`src/rtl/acc_ctx_reg_file.sv`:
```
`default_nettype none
// ============================================================================
// Module      : acc_ctx_reg_file
// Description : Accumulator-style register file with a shadow bank for
//               multi-cycle context save / restore.
// Revision    : 1.0 - initial release
// ============================================================================
module acc_ctx_reg_file #(
    parameter int DW = 8,
    parameter int PW = 4
) (
    input  logic          clk,
    input  logic          reset,
    input  logic          regWrite,
    input  logic          regSet,
    input  logic          regGet,
    input  logic          lutLoad,
    input  logic          regClear,
    input  logic          ctxSave,
    input  logic          ctxRestore,
    input  logic [DW-1:0] writeData,
    input  logic [DW-1:0] LUTaddr,
    input  logic [PW-1:0] opRegAddr,
    output logic [DW-1:0] accData,
    output logic [DW-1:0] opRegData,
    output logic          busy,
    output logic          ctxValid
);

    localparam int            c_NREG = 2 ** PW;
    localparam logic [PW-1:0] c_LAST = '1;

    typedef enum logic [1:0] {
        ST_IDLE    = 2'd0,
        ST_SAVE    = 2'd1,
        ST_RESTORE = 2'd2
    } state_t;

    state_t        r_state;
    state_t        w_state_next;
    logic [DW-1:0] r_regs   [c_NREG];
    logic [DW-1:0] r_shadow [c_NREG];
    logic [PW-1:0] r_index;
    logic          r_ctx_valid;

    logic w_do_write;
    logic w_do_set;
    logic w_do_get;
    logic w_do_lut;
    logic w_do_save;
    logic w_do_restore;
    logic w_do_clear;

    always_ff @(posedge clk or posedge reset) begin
        if (reset) begin
            r_state <= ST_IDLE;
        end else begin
            r_state <= w_state_next;
        end
    end

    // One command per idle cycle; ctxRestore claims its priority slot even
    // when no saved context exists, so it still masks regClear.
    always_comb begin
        w_state_next = r_state;
        w_do_write   = 1'b0;
        w_do_set     = 1'b0;
        w_do_get     = 1'b0;
        w_do_lut     = 1'b0;
        w_do_save    = 1'b0;
        w_do_restore = 1'b0;
        w_do_clear   = 1'b0;
        case (r_state)
            ST_IDLE: begin
                if (regWrite) begin
                    w_do_write = 1'b1;
                end else if (regSet) begin
                    w_do_set = 1'b1;
                end else if (regGet) begin
                    w_do_get = 1'b1;
                end else if (lutLoad) begin
                    w_do_lut = 1'b1;
                end else if (ctxSave) begin
                    w_do_save    = 1'b1;
                    w_state_next = ST_SAVE;
                end else if (ctxRestore) begin
                    if (r_ctx_valid) begin
                        w_do_restore = 1'b1;
                        w_state_next = ST_RESTORE;
                    end
                end else if (regClear) begin
                    w_do_clear = 1'b1;
                end
            end
            ST_SAVE, ST_RESTORE: begin
                if (r_index == c_LAST) begin
                    w_state_next = ST_IDLE;
                end
            end
            default: begin
                w_state_next = ST_IDLE;
            end
        endcase
    end

    always_ff @(posedge clk or posedge reset) begin
        if (reset) begin
            for (int i = 0; i < c_NREG; i++) begin
                r_regs[i]   <= '0;
                r_shadow[i] <= '0;
            end
            r_index     <= '0;
            r_ctx_valid <= 1'b0;
        end else begin
            case (r_state)
                ST_IDLE: begin
                    if (w_do_write) begin
                        r_regs[0] <= writeData;
                    end
                    if (w_do_set) begin
                        r_regs[opRegAddr] <= r_regs[0];
                    end
                    if (w_do_get) begin
                        r_regs[0] <= r_regs[opRegAddr];
                    end
                    if (w_do_lut) begin
                        r_regs[0] <= LUTaddr;
                    end
                    if (w_do_clear) begin
                        for (int i = 0; i < c_NREG; i++) begin
                            r_regs[i] <= '0;
                        end
                    end
                    if (w_do_save) begin
                        r_index     <= '0;
                        r_ctx_valid <= 1'b0;
                    end
                    if (w_do_restore) begin
                        r_index <= '0;
                    end
                end
                ST_SAVE: begin
                    r_shadow[r_index] <= r_regs[r_index];
                    r_index           <= r_index + 1'b1;
                    if (r_index == c_LAST) begin
                        r_ctx_valid <= 1'b1;
                    end
                end
                ST_RESTORE: begin
                    r_regs[r_index] <= r_shadow[r_index];
                    r_index         <= r_index + 1'b1;
                end
                default: begin
                    r_index <= '0;
                end
            endcase
        end
    end

    assign accData   = r_regs[0];
    assign opRegData = r_regs[opRegAddr];
    assign busy      = (r_state == ST_SAVE) || (r_state == ST_RESTORE);
    assign ctxValid  = r_ctx_valid;

endmodule
`default_nettype wire

```
`config.mk`:
```
export PLATFORM = sky130hd
export DESIGN_NAME = acc_ctx_reg_file
export DESIGN_NICKNAME = d
export VERILOG_FILES = /design/src/rtl/acc_ctx_reg_file.sv
export SDC_FILE = /design/constraint.sdc
export NUM_CORES = 1
export LEC_CHECK = 0
export ABC_AREA = 1
export BUFFER_PORTS_ARGS = -buffer_cell sky130_fd_sc_hd__buf_4
export CORE_MARGIN = 4
export CORE_UTILIZATION = 50
export CTS_CLUSTER_DIAMETER = 60
export DETAILED_ROUTE_END_ITERATION = 16
export PLACE_DENSITY_LB_ADDON = 0.25
export SLEW_MARGIN = 10
export SYNTH_ARGS = -nofsm -noshare
export SYNTH_HDL_FRONTEND = slang
export SYNTH_SLANG_ARGS = --single-unit
```
`constraint.sdc`:
```
create_clock -name clk -period 7.4 [get_ports clk]
set_clock_uncertainty 0.15 [all_clocks]
set_input_delay 0.74 -clock clk [delete_from_list [all_inputs] [get_ports clk]]
set_output_delay 0.74 -clock clk [all_outputs]
set_load 0.05 [all_outputs]
```
==> key figures, run 1 <==
Global route
  • Grt ovf: 0
  • GR peak layer: met2
  • Gr usage total: 0.3023
  • Met1 Track Usage GR: 0.4053
  • Met3 Use GR: 0.05278
  • M2 GR Usage: 0.4744
  • Initial antenna violation count: 1
  • Vias in the first global route: about 16000
  • First-pass GRT wire length: between 80000 and 90000 um
  • Largest net degree at the start of global routing: 120

Route
  • DR WL/cell: about 19 um
  • Final wirelength: 55900 um
  • Vias per cell: between 5 and 6
  • ANT nets after route: 0
  • Post-route DRC: 0
  • Initial DRC count: roughly 2100
  • 1st-pass router iterations: 6
  • DR vias: 16720

Layout
  • # diodes: 0
  • FILL cells: 3206
  • Final instance area: around 18000 um^2
  • Layout net count: between 2000 and 2500
  • Share of cells above drive strength 1: 0.07614
  • Layout area overhead: 6.378%

Synth
  • Syn_area_per_cell: between 6 and 7 um^2
  • Area leader, netlist: dfrtp_1
  • Netlist cell types: 37
  • Share of the synthesized area in the top cell type: 0.3915
  • Top-count cell post-synth: nand2_1
  • Post-Syn Instances: 2507
  • Top cells by count, synth: nand2_1, nor2_1, dfrtp_1
  • Post-synth EDFFs: 0
  • Post-synth ARST share: 1.000
  • Top cells by area, synth: dfrtp_1, nand2_1, nor2_1
  • Cell Area, Synth: 16810 um^2
  • Syn_nets: 2543
  • Primary FF master, synth: dfrtp_1
  • Register bit total from synthesis: around 260
  • Synth warn: 0
  • Seq/Total Area, Yosys: 0.3915

Status
  • Status: finished clean

STA
  • Final worst path period share: 0.5396
  • Slew Viols, Final: 0
  • RSZ-0062 raised after global routing: false
  • Final setup TNS: 0 ps
  • Worst hold margin: between 100 and 150 ps
  • Worst-Margin Slew: 1148 ps
  • Max Freq: 250.5 MHz
  • Tmin final: around 4000 ps
  • Final Hold Vio Count: 0
  • Final setup violation count: 0
  • Relative slew slack: 0.2316

Clock tree
  • CTS H-tree lvls: 1
  • TritonCTS Buffers: 30
  • Worst skew pair latency: 590 ps
  • Post CTS Setup Buffer Count: 0
  • Clock Root Buffer: clkbuf_16
  • # clock sinks: around 260
  • Hold_buf cts: 0
  • Clock Path Buffers: 3
  • TritonCTS clock tree: yes
  • Worst-path clk slew: around 60 ps
  • CTS resizes: 0

Worst setup path
  • Worst-path fanout max: between 60 and 70
  • Startpoint types: input pin
  • Critical path cell sequence: buf_4 -> inv_2 -> nand2_1 -> nor2_1 -> nor2_1 -> nand2_1 -> nand2_1 -> nand2_1 -> nor2_1 -> buf_4
  • Nature of the critical path endpoint: primary output
  • Worst EP arrival: roughly 3100 ps
  • R2R Setup Slk: ~3500 ps
  • Critical path class: in2out
  • Critical path's largest stage delay: just under 600 ps
  • Cell family with most CP delay: buffers and inverters
  • Worst R2R End: r_shadow[120]$_DFFE_PP0P_
  • CP Data Required Time: between 6000 and 7000 ps
  • Crit path launch: opRegAddr[0]
  • Bufs and invs on worst path: 3
  • Cell mode on critical path: nand2_1
  • Slowest CP cell: buf_4
  • Reg2reg path depth: 8
  • R2R Path Start: r_index[0]$_DFFE_PP0P_

Placement
  • Post-DP HPWL: ~37000 um
  • Area post-placement: roughly 17000 um^2
  • I/O Buffers: 46
  • Final GP Congestion: between 1 and 1.5

Power and ir drop
  • Clk pwr share: 0.201
  • Logic pwr share: 0.516
  • PD cells: 410.7 nW/um^2
  • Switch share: 0.5093
  • Switching power: 3.741 mW
  • Total power: ~7.3 mW
  • Static Leak: 8.741 nW
  • Cell internal pwr: between 3 and 4 mW
  • VDD IR max: roughly 0.34 mV
  • Sequential Power Share: 0.283

Worst hold path
  • Tightest Hold Check Type: in2async

Die
  • Die Area: about 37000 um^2
  • Chip Width: ~190 um
  • Starting Density: 0.5115
  • Area of the core: 32870 um^2
  • Row count: 66
  • Die Y: approximately 190 um
  • I/O pin cnt: 47

Run
  • MaxCap Viol Count: 0
registers in the layout, summed over array words and instances (netlist names):
register and count:
r_regs 120, r_shadow 128, r_index 4, r_state 2, ctxValid 1, accData 8
power by group through the flow:
| stage | Combinational, mW | Clock (mW) | Sequential (mW) |
|---|---|---|---|
| finish | 3.79 | 1.48 | 2.08 |
| global route | 4.08 | 1.54 | 2.12 |
| CTS | 3.70 | 1.49 | 2.07 |
| detailed placement | 3.69 | 0 | 2.09 |
| global placement | 3.64 | 0 | 2.08 |
| floorplan | 2.79 | 0 | 1.99 |
layer usage:
layer  vias to the layer above  wire length, um
li1                       7801                -
met1                      7856            22300
met2                       855            24940
met3                       206             5532
met4                         0             3128
met5                         -                0
worst max path at each step:
stage / depth (start not counted) / slack [ps] / endpoint
2_1_floorplan: 1 / 3040 / accData[0]$_DFFE_PP0P_
3_3_place_gp: 10 / 3530 / opRegData[4]
3_5_place_dp: 10 / 3500 / opRegData[5]
4_1_cts: 10 / 3500 / opRegData[4]
5_1_grt: 10 / 3230 / opRegData[5]
6_report: 10 / 3410 / opRegData[4]
cell usage in the layout, fill, tap and decap left out, types with 5 or more instances in the layout:
cell / n
nand2_1: 851
nor2_1: 331
dfrtp_1: 261
inv_1: 233
o21ai_0: 186
a21oi_1: 145
o21ai_1: 96
nand3_1: 70
buf_4: 58
a22oi_1: 49
clkbuf_16: 30
a31oi_1: 22
inv_2: 20
nand3_2: 14
o211ai_1: 12
a22oi_2: 11
clkinv_2: 10
clkbuf_8: 9
nand4_4: 7
nor2_2: 7
ha_1: 7
clkinv_1: 5
clkbuf_1: 5
through the flow:
stage	std cells	utilization	setup slack, ps
after floorplan	2507	-	3040
after global placement	2857	0.5147	3530
after detailed placement	2857	0.5147	3502
after CTS	2911	0.5442	3499
after global routing	2911	0.5442	3225
final	2911	0.5442	3407
cell families after synthesis:
family                     count (synthesis)  synth area share
adders and majority gates                  7          0.005209
buffers and inverters                    411            0.1125
AOI/OAI and AO/OA                        524            0.1721
and+or+nand+nor                         1302            0.3188
DFF                                      263            0.3915
cell type report:
| cell class | instances | area [um^2] | area share |
|---|---|---|---|
| Sequential cell | 263 | 6586 | 0.3683 |
| Tap cell | 442 | 553.0 | 0.03092 |
| Clock inverter | 10 | 75.07 | 0.004198 |
| Clock buffer | 44 | 893.4 | 0.04995 |
| Multi-Input combinational cell | 1833 | 8341 | 0.4663 |
| Inverter | 260 | 980.9 | 0.05485 |
| Timing Repair Buffer | 59 | 455.4 | 0.02547 |
Power figures use the tool's default switching activity.
==> run 2: changes to the inputs <==
- ABC_AREA: 1 -> 0
- clock period: 7.4 -> 3.8 ns (I/O delays scaled with it)
==> run 2 against run 1 <==
  * Via count shrank 38%
  * Clock-buffer cell count is 1 higher
  * First-iteration DRC count decreased by 52%
  * Largest power group unchanged
==> key figures, run 2 <==
Synth
  • Post-Syn Instances: 1090
  • Area leader, netlist: dfrtp_1
  • Synth warn: 0
  • Seq/Total Area, Yosys: 0.4390
  • Primary FF master, synth: dfrtp_1
  • Cell Area, Synth: between 10000 and 15000 um^2
  • Syn_area_per_cell: 13.75 um^2
  • Register bit total from synthesis: 263
  • Post-synth EDFFs: 0
  • Syn_nets: 1126
  • Netlist cell types: 58
  • Share of the synthesized area in the top cell type: 0.4390
  • Top cells by count, synth: dfrtp_1, mux2_2, o2bb2ai_1
  • Post-synth ARST share: 1.000
  • Top-count cell post-synth: dfrtp_1
  • Top cells by area, synth: dfrtp_1, mux4_2, mux2_2

Power and ir drop
  • VDD IR max: between 0.4 and 0.5 mV
  • Static Leak: 6.506 nW
  • PD cells: around 600 nW/um^2

Route
  • Post-route DRC: 0
  • Initial DRC count: a little over 1000
  • ANT nets after route: 0
  • 1st-pass router iterations: 5
  • Final wirelength: roughly 44000 um
  • DR WL/cell: 28.82 um
  • Vias per cell: slightly below 7
  • DR vias: 10450

STA
  • Final setup TNS: 0 ps
  • Tmin final: 3043 ps
  • Relative slew slack: 0.3135
  • Final Hold Vio Count: 0
  • RSZ-0062 raised after global routing: false
  • Final setup violation count: 0
  • Slew Viols, Final: 0
  • Worst-Margin Slew: ~1000 ps
  • Max Freq: approximately 330 MHz
  • Final worst path period share: 0.8009
  • Worst hold margin: a little over 50 ps

Layout
  • Share of cells above drive strength 1: 0.3824
  • Area of the multi-input gates: between 7000 and 8000 um^2
  • # diodes: 0
  • FF/Latch Area: ~6600 um^2
  • Most common cell after layout, fill and taps aside: dfrtp_1
  • Layout area overhead: 11.36%
  • Most frequent cells in the layout: dfrtp_1, mux2_2, o2bb2ai_1, mux4_2, buf_4
  • Layout net count: roughly 1200
  • Post-route non-filler standard cell count: about 1500
  • Largest register FFs: 128
  • FILL cells: approximately 2400
  • Biggest register: r_shadow

Clock tree
  • Worst-path clk slew: 60 ps
  • Clock Path Buffers: 3
  • Worst skew pair latency: ~550 ps
  • TritonCTS clock tree: yes
  • CTS H-tree lvls: 1
  • TritonCTS Buffers: 29
  • Clock Root Buffer: clkbuf_16
  • Post CTS Setup Buffer Count: 0
  • # clock sinks: 263

Placement
  • Placed Cells: 1480
  • Final GP Congestion: 0.8755
  • I/O Buffers: 46
  • Post-DP HPWL: 29710 um

Worst setup path
  • Worst-path fanout max: 22
  • R2R Setup Slk: roughly 760 ps
  • Nature of the critical path endpoint: flip-flop
  • Critical path class: reg2reg
  • Worst EP arrival: about 3300 ps
  • CP Data Required Time: about 4000 ps
  • Startpoint types: flip-flop

Die
  • I/O pin cnt: between 40 and 50
  • Die Y: 181.2 um
  • Die Area: around 33000 um^2
  • Chip Width: around 180 um
  • Starting Density: 0.5058
  • Row count: 63
  • Area of the core: approximately 30000 um^2

Global route
  • Gr usage total: 0.2686
  • Vias in the first global route: approximately 11000
  • Largest net degree at the start of global routing: about 90
  • Initial antenna violation count: 0
  • First-pass GRT wire length: a little under 70000 um
  • Grt ovf: 0

Status
  • Status: finished clean

Worst hold path
  • Tightest Hold Check Type: in2reg

Run
  • MaxCap Viol Count: 0
run 2: worst paths after layout:
path | from | end | depth (start not counted)
max reg2reg | r_state[0]$_DFFE_PP0P_ | r_regs[54]$_DFFE_PP0P_ | 7
max in group asynchronous | reset | r_regs[57]$_DFFE_PP0P_ | 4
min reg2reg | r_shadow[44]$_DFFE_PP0P_ | r_shadow[44]$_DFFE_PP0P_ | 1
min | LUTaddr[6] | accData[6]$_DFFE_PP0P_ | 3
min in group asynchronous | reset | r_shadow[2]$_DFFE_PP0P_ | 3
max | r_state[0]$_DFFE_PP0P_ | r_regs[54]$_DFFE_PP0P_ | 7
run 2: worst max-delay path: stages, from the launching register on:
cell and delay (ps):
dfrtp_1 390, inv_1 110, ha_1 560, buf_4 350
nand3_1 450, o21ai_1 270, nand2_2 240, mux2_1 400
run 2: what timing repair did:
item                                   4_1_cts  5_1_grt
hold buffers                                 6        0
endpoints found under the hold margin       22        0
resized for setup                            0        0
run 2: area by class of cell:
class	instances	share of cell area
well taps	390	0.02923
repair buffers	88	0.04272
flip-flops and latches	263	0.3945
inverters	8	0.002024
clock buffers	45	0.05127
multi-input cells	737	0.4749
clock inverters	7	0.005322
run 2: cell families after synthesis:
kind of cell	synth area share
flops	0.4390
fa+ha+maj	0.005842
simple gates	0.05108
buf+inv	0.03213
mux	0.3640
compound gates	0.1079
run 2: report_power, final:
part | switching (mW) | leakage, nW | internal (mW)
Combinational | 2.27 | 2.98 | 1.36
Clock | 1.15 | 0.466 | 1.67
Sequential | 0.314 | 3.06 | 3.16
Total | 3.73 | 6.51 | 6.19
run 2: metrics by stage:
step | area (um^2) | power [mW] | setup WS, ps | util
4_1_cts | 16690 | 9.912 | 811.6 | 0.5632
2_1_floorplan | 14990 | 6.026 | -199.5 | -
3_5_place_dp | 15690 | 7.097 | 812.8 | 0.5293
3_3_place_gp | 15690 | 7.051 | 841.5 | 0.5293
5_1_grt | 16690 | 10.30 | 643.1 | 0.5632
6_report | 16690 | 9.924 | 756.6 | 0.5632
run 2: layer usage:
metal | GRT usage | vias up | part of all wire | routed length (um)
li1 | - | 4378 | - | -
met1 | 0.3677 | 5399 | 0.41 | 18090
met2 | 0.4281 | 542 | 0.46 | 20590
met3 | 0.05476 | 129 | 0.083 | 3669
met4 | 0.09967 | 0 | 0.045 | 1973
met5 | 0 | - | 0 | 0
==> run 3: changes to the inputs <==
- clock period: 3.8 -> 2.8 ns (I/O delays scaled with it)
==> run 3 against run 2 <==
  * Sequential share of layout area shrank 1.1 points
  * Hold slack gained 50 ps
  * Register-to-register slack lost 540 ps
  * Critical path type is now reg2out
==> key figures, run 3 (same netlist as run 2, synthesis figures left out) <==
Route
  • DR WL/cell: 27.55 um
  • Vias per cell: between 6 and 7
  • Post-route DRC: 0
  • 1st-pass router iterations: 5
  • Initial DRC count: about 1000
  • Final wirelength: between 40000 and 50000 um
  • ANT nets after route: 0
  • DR vias: between 10000 and 15000

STA
  • Max Freq: between 300 and 400 MHz
  • Worst-Margin Slew: about 700 ps
  • RSZ-0062 raised after global routing: false
  • Tmin final: 2703 ps
  • Final setup TNS: 0 ps
  • Final Hold Vio Count: 0
  • Final WS setup: slightly below 100 ps
  • Relative slew slack: 0.5301
  • Final setup violation count: 0
  • Slew Viols, Final: 0
  • Final worst path period share: 0.9655
  • Worst hold margin: about 100 ps

Placement
  • I/O Buffers: between 40 and 50
  • Area post-placement: roughly 16000 um^2
  • Final GP Congestion: approximately 0.9
  • Post-DP HPWL: roughly 30000 um
  • DP Worst Slack: about 180 ps

Global route
  • Largest net degree at the start of global routing: 104
  • Gr usage total: 0.2663
  • Initial antenna violation count: 0
  • First-pass GRT wire length: 67750 um
  • Vias in the first global route: 10850
  • Grt ovf: 0

Worst setup path
  • Slowest CP cell: mux4_2
  • Startpoint types: flip-flop
  • Cell family with most CP delay: multiplexers
  • Worst-path fanout max: 3
  • CP Data Required Time: ~2400 ps
  • Critical path class: reg2out
  • Bufs and invs on worst path: 1
  • Critical path's largest stage delay: 460 ps
  • Critical path cell sequence: mux4_2 -> mux2_4 -> nor2_1 -> a21oi_1 -> buf_4
  • Nature of the critical path endpoint: primary output
  • R2R Setup Slk: about 220 ps
  • Worst EP arrival: ~2300 ps

Power and ir drop
  • Sequential Power Share: 0.340
  • PD cells: slightly below 800 nW/um^2
  • VDD IR max: ~0.67 mV
  • Switching power: between 5 and 6 mW
  • Switch share: 0.3745
  • Logic pwr share: 0.385
  • Cell internal pwr: 8.496 mW
  • Clk pwr share: 0.275
  • Static Leak: ~6.8 nW

Layout
  • Layout area overhead: 14.53%
  • FILL cells: 2348
  • Final instance area: roughly 17000 um^2
  • Final core utilization: 0.5793
  • Largest register FFs: ~130
  • Most frequent cells in the layout: dfrtp_1, mux2_2, buf_4, o2bb2ai_1, mux4_2
  • Most common cell after layout, fill and taps aside: dfrtp_1
  • # diodes: 0
  • Biggest register: r_shadow
  • Share of cells above drive strength 1: 0.4091
  • Layout net count: roughly 1200

Clock tree
  • Clock Path Buffers: 3
  • Worst skew pair latency: 560 ps
  • Clock Root Buffer: clkbuf_16
  • # clock sinks: between 200 and 300
  • CTS H-tree lvls: 1
  • TritonCTS clock tree: yes
  • TritonCTS Buffers: 30
  • Worst-path clk slew: roughly 60 ps

Die
  • Chip Width: between 150 and 200 um
  • Area of the core: a little under 30000 um^2
  • Die Y: roughly 180 um
  • Row count: 63
  • I/O pin cnt: 47
  • Die Area: approximately 33000 um^2
  • Starting Density: 0.5058

Worst hold path
  • Tightest Hold Check Type: in2reg

Run
  • MaxCap Viol Count: 0

Status
  • Status: finished clean
-- run 3: area by class of cell --
cell class                      instances  area [um^2]  share of cell area
Clock buffer                           47        895.9             0.05218
Sequential cell                       263         6586              0.3836
Inverter                                8        33.78            0.001968
Tap cell                              390        488.0             0.02842
Clock inverter                          6        38.79            0.002259
Multi-Input combinational cell        737         7933              0.4620
Timing Repair Buffer                  144         1194             0.06952
-- run 3: stage by stage --
step	instances	total power, mW
3_3_place_gp	1532	9.754
3_5_place_dp	1532	9.818
5_1_grt	1595	14.15
6_report	1595	13.58
2_1_floorplan	1090	8.178
4_1_cts	1595	13.59
-- run 3: per-layer routing --
metal | track usage | vias up | wire length, um
met4 | 0.1078 | 0 | 1990
li1 | - | 4473 | -
met3 | 0.04006 | 105 | 3351
met2 | 0.4222 | 503 | 20830
met1 | 0.3717 | 5427 | 17770
met5 | 0 | - | 0
-- run 3: what timing repair did --
action | in CTS | in global routing
setup buffers | 0 | 0
hold buffers | 10 | 0
resized for setup | 0 | 2
hold endpoints to repair | 59 | 0
setup endpoints to repair | 0 | 7
-- run 3: tightest hold or removal path: cells and delay by family --
| kind | cells | cell delay, ps |
|---|---|---|
| buffers and inverters | 1 | 90 |
| AND/OR/NAND/NOR | 1 | 40 |
| AO/OA/AOI/OAI | 2 | 230 |
| multiplexers | 1 | 130 |
-- run 3: power groups by stage --
stage / Clock (mW) / Sequential (mW) / Combinational, mW
finish: 3.74 / 4.62 / 5.22
detailed placement: 0 / 4.67 / 5.15
CTS: 3.80 / 4.61 / 5.18
global placement: 0 / 4.65 / 5.11
floorplan: 0 / 4.54 / 3.63
global route: 3.96 / 4.67 / 5.52
-- run 3: path summary, 6_finish.rpt --
path,start,endpoint,cells past startpoint
worst min-delay path,LUTaddr[4],accData[4]$_DFFE_PP0P_,5
min in group asynchronous,reset,r_shadow[17]$_DFFE_PP0P_,3
worst max register to register,r_state[0]$_DFFE_PP0P_,r_regs[15]$_DFFE_PP0P_,7
worst max-delay path,r_regs[104]$_DFFE_PP0P_,opRegData[0],5
worst min register to register,r_shadow[15]$_DFFE_PP0P_,r_shadow[15]$_DFFE_PP0P_,1
max in group asynchronous,reset,r_regs[118]$_DFFE_PP0P_,4
